==> config.mk <==
export PLATFORM = sky130hd
export DESIGN_NAME = nes_reader_flat
export DESIGN_NICKNAME = d
export VERILOG_FILES = /design/src/rtl/nes_if.sv /design/src/rtl/nes_reader.sv /design/src/flat_wrapper.sv
export SDC_FILE = /design/constraint.sdc
export NUM_CORES = 1
export LEC_CHECK = 0
export BUFFER_PORTS_ARGS = -buffer_cell sky130_fd_sc_hd__buf_2
export CORE_UTILIZATION = 63
export DETAILED_ROUTE_END_ITERATION = 8
export PLACE_DENSITY = 0.93
export SETUP_SLACK_MARGIN = 0.2
export SKIP_CTS_REPAIR_TIMING = 1
export SYNTH_ARGS = -nofsm -noshare
export SYNTH_HDL_FRONTEND = slang
export SYNTH_SLANG_ARGS = --single-unit
export TNS_END_PERCENT = 20
==> constraint.sdc <==
create_clock -name clk -period 3.4 [get_ports clk]
set_input_delay 0.51 -clock clk [delete_from_list [all_inputs] [get_ports clk]]
set_output_delay 0.51 -clock clk [all_outputs]
set_load 0.01 [all_outputs]
==> src/rtl/nes_if.sv <==
// Controller-port pins and parallel result bus between the NES reader and its neighbours.
// master = the reader, slave = controller pins plus display path.
interface nes_if;
   logic       nes_data;
   logic       nes_latch;
   logic       nes_clk;
   logic [7:0] buttons;
   logic       buttons_valid;
   logic [3:0] btn_code;

   modport master (
      input  nes_data,
      output nes_latch, nes_clk, buttons, buttons_valid, btn_code
   );

   modport slave (
      output nes_data,
      input  nes_latch, nes_clk, buttons, buttons_valid, btn_code
   );
endinterface

==> src/rtl/nes_reader.sv <==
// Polls an NES controller (latch/clock/data) and publishes the eight buttons plus a
// priority-encoded 4-bit display code, updated once per frame with a one-cycle valid pulse.
module nes_reader #(
   parameter int HALF_CYCLES = 300,
   parameter int POLL_TICKS  = 2778
) (
   input  logic  clk,
   input  logic  rst_n,
   nes_if.master bus
);
   localparam int TW = (HALF_CYCLES > 1) ? $clog2(HALF_CYCLES) : 1;
   localparam int PW = (POLL_TICKS > 1) ? $clog2(POLL_TICKS) : 1;
   localparam logic [TW-1:0] TICK_LAST = TW'(HALF_CYCLES - 1);
   localparam logic [PW-1:0] POLL_LAST = PW'(POLL_TICKS - 1);

   typedef enum logic [1:0] {IDLE, LATCH, READ_LO, READ_HI} state_e;

   state_e        state_q, state_d;
   logic [TW-1:0] tick_cnt_q, tick_cnt_d;
   logic [PW-1:0] poll_cnt_q, poll_cnt_d;
   logic          latch_cnt_q, latch_cnt_d;
   logic [2:0]    bit_idx_q, bit_idx_d;
   logic [7:0]    shift_q, shift_d;
   logic [7:0]    buttons_q, buttons_d;
   logic [3:0]    btn_code_q, btn_code_d;
   logic          valid_q, valid_d;
   logic          sync1_q, sync2_q;
   logic          tick, commit;
   logic [7:0]    frame;

   function automatic logic [3:0] encode(input logic [7:0] b);
      encode = 4'hF;
      for (int i = 7; i >= 0; i--) begin
         if (b[i]) encode = 4'(i);
      end
   endfunction

   assign tick   = (tick_cnt_q == TICK_LAST);
   assign commit = tick && (state_q == READ_LO) && (bit_idx_q == 3'd7);

   // State register.
   // NOTE: synchronous reset is tested inside the clocked block; all flops use <=.
   always_ff @(posedge clk) begin
      if (!rst_n) state_q <= IDLE;
      else        state_q <= state_d;
   end

   // Next-state and sequencing counters; everything advances only on a tick.
   // NOTE: every output of a combinational block gets a default first, so no latch is inferred.
   always_comb begin
      state_d     = state_q;
      poll_cnt_d  = poll_cnt_q;
      latch_cnt_d = latch_cnt_q;
      bit_idx_d   = bit_idx_q;
      if (tick) begin
         unique case (state_q)
            IDLE: begin
               if (poll_cnt_q == POLL_LAST) begin
                  poll_cnt_d = '0;
                  state_d    = LATCH;
               end else begin
                  poll_cnt_d = poll_cnt_q + 1'b1;
               end
            end
            LATCH: begin
               latch_cnt_d = ~latch_cnt_q;
               if (latch_cnt_q) begin
                  bit_idx_d = '0;
                  state_d   = READ_LO;
               end
            end
            READ_LO: begin
               if (bit_idx_q == 3'd7) begin
                  bit_idx_d = '0;
                  state_d   = IDLE;
               end else begin
                  state_d = READ_HI;
               end
            end
            READ_HI: begin
               bit_idx_d = bit_idx_q + 3'd1;
               state_d   = READ_LO;
            end
            default: state_d = IDLE;
         endcase
      end
   end

   // Pin outputs decode directly from the state.
   always_comb begin
      bus.nes_latch = (state_q == LATCH);
      bus.nes_clk   = (state_q == READ_HI);
   end

   // Datapath: free-running tick, bit capture and commit of the finished frame.
   always_comb begin
      tick_cnt_d = tick ? '0 : tick_cnt_q + 1'b1;
      shift_d    = shift_q;
      buttons_d  = buttons_q;
      btn_code_d = btn_code_q;
      frame      = shift_q;
      frame[bit_idx_q] = ~sync2_q;
      if (tick && (state_q == READ_LO)) shift_d = frame;
      if (commit) begin
         buttons_d  = frame;
         btn_code_d = encode(frame);
      end
      valid_d = commit;
   end

   always_ff @(posedge clk) begin
      if (!rst_n) begin
         tick_cnt_q  <= '0;
         poll_cnt_q  <= '0;
         latch_cnt_q <= 1'b0;
         bit_idx_q   <= '0;
         shift_q     <= 8'h00;
         buttons_q   <= 8'h00;
         btn_code_q  <= 4'hF;
         valid_q     <= 1'b0;
         // NOTE: the synchronizer resets to 1 (line released) so reset never reads as a press.
         sync1_q     <= 1'b1;
         sync2_q     <= 1'b1;
      end else begin
         tick_cnt_q  <= tick_cnt_d;
         poll_cnt_q  <= poll_cnt_d;
         latch_cnt_q <= latch_cnt_d;
         bit_idx_q   <= bit_idx_d;
         shift_q     <= shift_d;
         buttons_q   <= buttons_d;
         btn_code_q  <= btn_code_d;
         valid_q     <= valid_d;
         sync1_q     <= bus.nes_data;
         sync2_q     <= sync1_q;
      end
   end

   assign bus.buttons       = buttons_q;
   assign bus.btn_code      = btn_code_q;
   assign bus.buttons_valid = valid_q;
endmodule

==> src/flat_wrapper.sv <==
// flat-port wrapper written by rule: the top's interface ports become plain ports
module nes_reader_flat 
#(
   parameter int HALF_CYCLES = 300,
   parameter int POLL_TICKS  = 2778
)
  (clk, rst_n, bus_nes_data, bus_nes_latch, bus_nes_clk, bus_buttons, bus_buttons_valid, bus_btn_code);
  nes_if bus_i ();
  input  logic clk;
  input  logic rst_n;
  input wire logic [$bits(bus_i.nes_data)-1:0] bus_nes_data;
  output wire logic [$bits(bus_i.nes_latch)-1:0] bus_nes_latch;
  output wire logic [$bits(bus_i.nes_clk)-1:0] bus_nes_clk;
  output wire logic [$bits(bus_i.buttons)-1:0] bus_buttons;
  output wire logic [$bits(bus_i.buttons_valid)-1:0] bus_buttons_valid;
  output wire logic [$bits(bus_i.btn_code)-1:0] bus_btn_code;
  assign bus_i.nes_data = bus_nes_data;
  assign bus_nes_latch = bus_i.nes_latch;
  assign bus_nes_clk = bus_i.nes_clk;
  assign bus_buttons = bus_i.buttons;
  assign bus_buttons_valid = bus_i.buttons_valid;
  assign bus_btn_code = bus_i.btn_code;
  nes_reader #(.HALF_CYCLES(HALF_CYCLES), .POLL_TICKS(POLL_TICKS)) u_core (.clk(clk), .rst_n(rst_n), .bus(bus_i));
endmodule
==> results.md <==
Finish:
- The post-route netlist has 13.0% of its cells at a drive strength greater than 1.
- The share of the core filled with cells in the final layout is 71.2%.
- The number of antenna diodes in the final layout is 0.
- The filler cells instantiated in the layout total 269.
- After the last flow step, the layout net total stands at 307.
- Once layout is complete, the cells apart from fillers number 348.
- From synthesis to final layout, the design area changed by 8.04%.

Clock tree:
- The number of buffers created by CTS is 5.
- The number of buffers between clock root and the deepest sink is 2.
- The later pin in the worst-skew pair is clocked with a latency of 0.31 ns.
- The clock tree from TritonCTS is done.
- Clock tree synthesis found a total of 50 sinks.
- The clock-pin slew on the worst setup and hold paths is 0.08 ns.
- The maximum level of the CTS H-tree is 2.
- The tree is rooted in a sky130_fd_sc_hd__clkbuf_8.

Logic synthesis:
- In this run the cell area of the synthesized design comes to 2410 sq um.
- Counting flops with an async set or reset pin after synthesis yields a share of 0%.
- The net count after synthesis is 295.
- Ranked by total cell area, the synthesized netlist is headed by sky130_fd_sc_hd__dfxtp_1, sky130_fd_sc_hd__nand2_1, sky130_fd_sc_hd__a21oi_1, sky130_fd_sc_hd__nor2_1, sky130_fd_sc_hd__mux2i_1.
- The most frequently used flop master after synthesis is sky130_fd_sc_hd__dfxtp_1.
- The yosys synthesis warning count is 0.
- The number of enable-type register cells in the synthesized netlist is 0.
- The number of distinct library cell variants in the gate-level netlist after synthesis is 46.
- sky130_fd_sc_hd__dfxtp_1 is the most common cell in the netlist.
- Ranked by instance count, the synthesized netlist is headed by sky130_fd_sc_hd__dfxtp_1, sky130_fd_sc_hd__nand2_1, sky130_fd_sc_hd__nor2_1, sky130_fd_sc_hd__a21oi_1, sky130_fd_sc_hd__nand3_1.
- The synthesized design spends more area on one cell type than any other, namely sky130_fd_sc_hd__dfxtp_1.
- In this run, synthesis produced a sequential element count of 50.
- The mean instance size in the synthesized netlist is 8.41 sq um.
- Counting every instance in the synthesized netlist gives 287.
- The top cell type by area accounts for 41.5% of the synthesized area.
- Of the synthesized area, sequential elements account for 41.5%.

Global route:
- The initial antenna violation count is 0.
- The global-route usage over all layers is 25.9%.
- Entering global routing, the biggest net connects 25 pins.
- Global routing finished with a remaining overflow of 0.
- The first global-routing pass estimated 8310 um of wire.
- The number of global-route vias before repair is 1808.

Timing:
- Dividing the final minimum period by the clock period gives 68.4%.
- Setup violations remaining at the end of the flow were counted as 0.
- The maximum frequency from static timing analysis is 430 MHz.
- The clock skew after layout is 0.00799 ns.
- The final critical path time including I/O delays and setup is 2.33 ns.
- The total count of hold-check failures in the final report came to 0.
- The setup TNS is 0 ns.
- The slew at the pin with the worst max-slew slack is 0.608 ns.
- The max-slew violation count is 0.
- In this run the tightest slew margin relative to its limit is 59.2%.
- Setup repair after global routing left no endpoint under its margin.

Placement:
- After detailed placement, the design holds a cell count of 340.
- The congestion estimate from routability-driven global placement came to 0.880.
- The number of port buffers is 17.
- The HPWL reported at the end of detailed placement is 3330 um.

Die:
- The initialized floorplan defines 22 standard-cell rows.
- The chip height is 63.9 um.
- The floorplan step defined a die boundary enclosing 4080 sq um.
- The width of the die is 63.9 um.
- The number of top-level pins is 18.
- The core outline area is 3660 sq um.
- Once the floorplan was initialized, standard cells occupied 65.9% of the core.

Hold path:
- The min-delay analysis places its worst path in the category in -> reg.

Outcome:
- The run finished with clean final reports.

Critical path:
- The worst path arrival time is 2.58 ns.
- STA puts the critical path data required time at 3.65 ns.
- STA classifies the critical path endpoint as a flop.
- STA classifies the critical path startpoint as a flop.
- The critical path class is reg -> reg.
- In this run the worst path has a maximum fanout of 15.
- The setup slack of the worst register-to-register path is 1.07 ns.

Power and ir drop:
- VDD sags by at most 0.291 mV.
- The power density over the cells is 371 nW/um^2.
- For this design the static power due to leakage is 0.915 nW.

Job:
- Across the run, the number of max-cap violations was 0.

Routing:
- The starting DRC count in detailed routing is 165.
- The number of routed nets with antenna violations is 0.
- The via-per-instance ratio is 6.01.
- The iteration count of the initial detailed-routing pass is 5.
- The routed layout has 2092 vias.
- The total wire length is 4810 um.
- The routed wire length per instance is 13.8 um.
- The number of DRC violations after detailed routing is 0.
## cells by family after synthesis
family / Yosys count / synth area share, %
AO/OA/AOI/OAI: 53 / 12.8
XOR/XNOR: 8 / 2.90
AND/OR/NAND/NOR: 136 / 30.0
adder cells (fa/ha/maj): 5 / 2.59
flip-flops: 50 / 41.5
buffers and inverters: 18 / 2.85
multiplexers: 17 / 7.41
## layout make-up
cell class / count / area [sq um] / area share [%]
clock inverter: 1 / 5.00 / 0.192
inverter: 5 / 18.8 / 0.720
timing repair buffer: 18 / 92.6 / 3.55
clock buffer: 7 / 86.3 / 3.31
tap: 48 / 60.1 / 2.30
sequential: 50 / 1000 / 38.4
multi-input combinational: 219 / 1340 / 51.5
## cells in the final DEF (no fill, tap or decap), types with 4 or more instances in the layout
cell and n:
sky130_fd_sc_hd__nand3b_1 6, sky130_fd_sc_hd__nor2_1 29, sky130_fd_sc_hd__mux2i_1 10, sky130_fd_sc_hd__clkbuf_8 6, sky130_fd_sc_hd__inv_1 4, sky130_fd_sc_hd__nand2_1 38
sky130_fd_sc_hd__nand4_1 4, sky130_fd_sc_hd__dfxtp_1 50, sky130_fd_sc_hd__and3_1 8, sky130_fd_sc_hd__nand3_1 12, sky130_fd_sc_hd__o21ai_0 11, sky130_fd_sc_hd__mux2_2 7
sky130_fd_sc_hd__a21oi_1 28, sky130_fd_sc_hd__buf_2 17, sky130_fd_sc_hd__xnor2_1 6, sky130_fd_sc_hd__or3_1 4, sky130_fd_sc_hd__nor3_1 6, sky130_fd_sc_hd__ha_1 5
sky130_fd_sc_hd__nor2b_1 5
## report_power, final
part	internal (mW)	switching [mW]	total, mW
Clock	0.164	0.188	0.353
Combinational	0.00660	0.0142	0.0208
Sequential	0.589	0.00431	0.593
## worst max-delay path: stages (launching register included)
cell and delay [ns]:
sky130_fd_sc_hd__dfxtp_1 0.38, sky130_fd_sc_hd__ha_1 0.27, sky130_fd_sc_hd__nand4b_1 0.29, sky130_fd_sc_hd__nor2_4 0.28, sky130_fd_sc_hd__nand3_1 0.44, sky130_fd_sc_hd__nor4_1 0.42
sky130_fd_sc_hd__a221o_1 0.18
## worst paths after layout
| check | cells past startpoint | start | endpoint |
|---|---|---|---|
| setup reg to reg | 6 | u_core.tick_cnt_q[0] | u_core.bus.btn_code[3] |
| hold reg to reg | 1 | u_core.sync1_q | u_core.sync2_q |
| hold / removal | 2 | bus_nes_data | u_core.sync1_q |
| setup / recovery | 6 | u_core.tick_cnt_q[0] | u_core.bus.btn_code[3] |
## sequential cells by signal, summed over array words and instances (netlist names), 2 cells and up
| name | count |
|---|---|
| u_core.tick_cnt_q | 9 |
| u_core.state_q | 2 |
| u_core.poll_cnt_q | 12 |
| u_core.shift_q | 8 |
| u_core.bus.buttons | 8 |
| u_core.bit_idx_q | 3 |
| u_core.bus.btn_code | 4 |
## metrics by stage
| stage | setup WS, ns | instance area, sq um | power, mW | hold WS (ns) |
|---|---|---|---|---|
| after global placement | 1.24 | 2520 | 0.627 | 0.390 |
| after global routing | 0.938 | 2610 | 1.00 | 0.391 |
| final | 1.07 | 2610 | 0.967 | 0.383 |
| after detailed placement | 1.16 | 2520 | 0.628 | 0.396 |
| after CTS | 1.12 | 2610 | 0.970 | 0.381 |
| after floorplan | 1.50 | 2410 | 0.620 | 0.386 |
## routing by layer
layer | global-route usage (%) | share of wire, % | vias to the layer above
met5 | 0 | 0 | -
met4 | 9.38 | 1.7 | 0
met3 | 4.29 | 6.7 | 10
met2 | 41.2 | 46 | 92
met1 | 35.2 | 46 | 953
li1 | - | - | 1037
(Power assumes the default switching activity.)
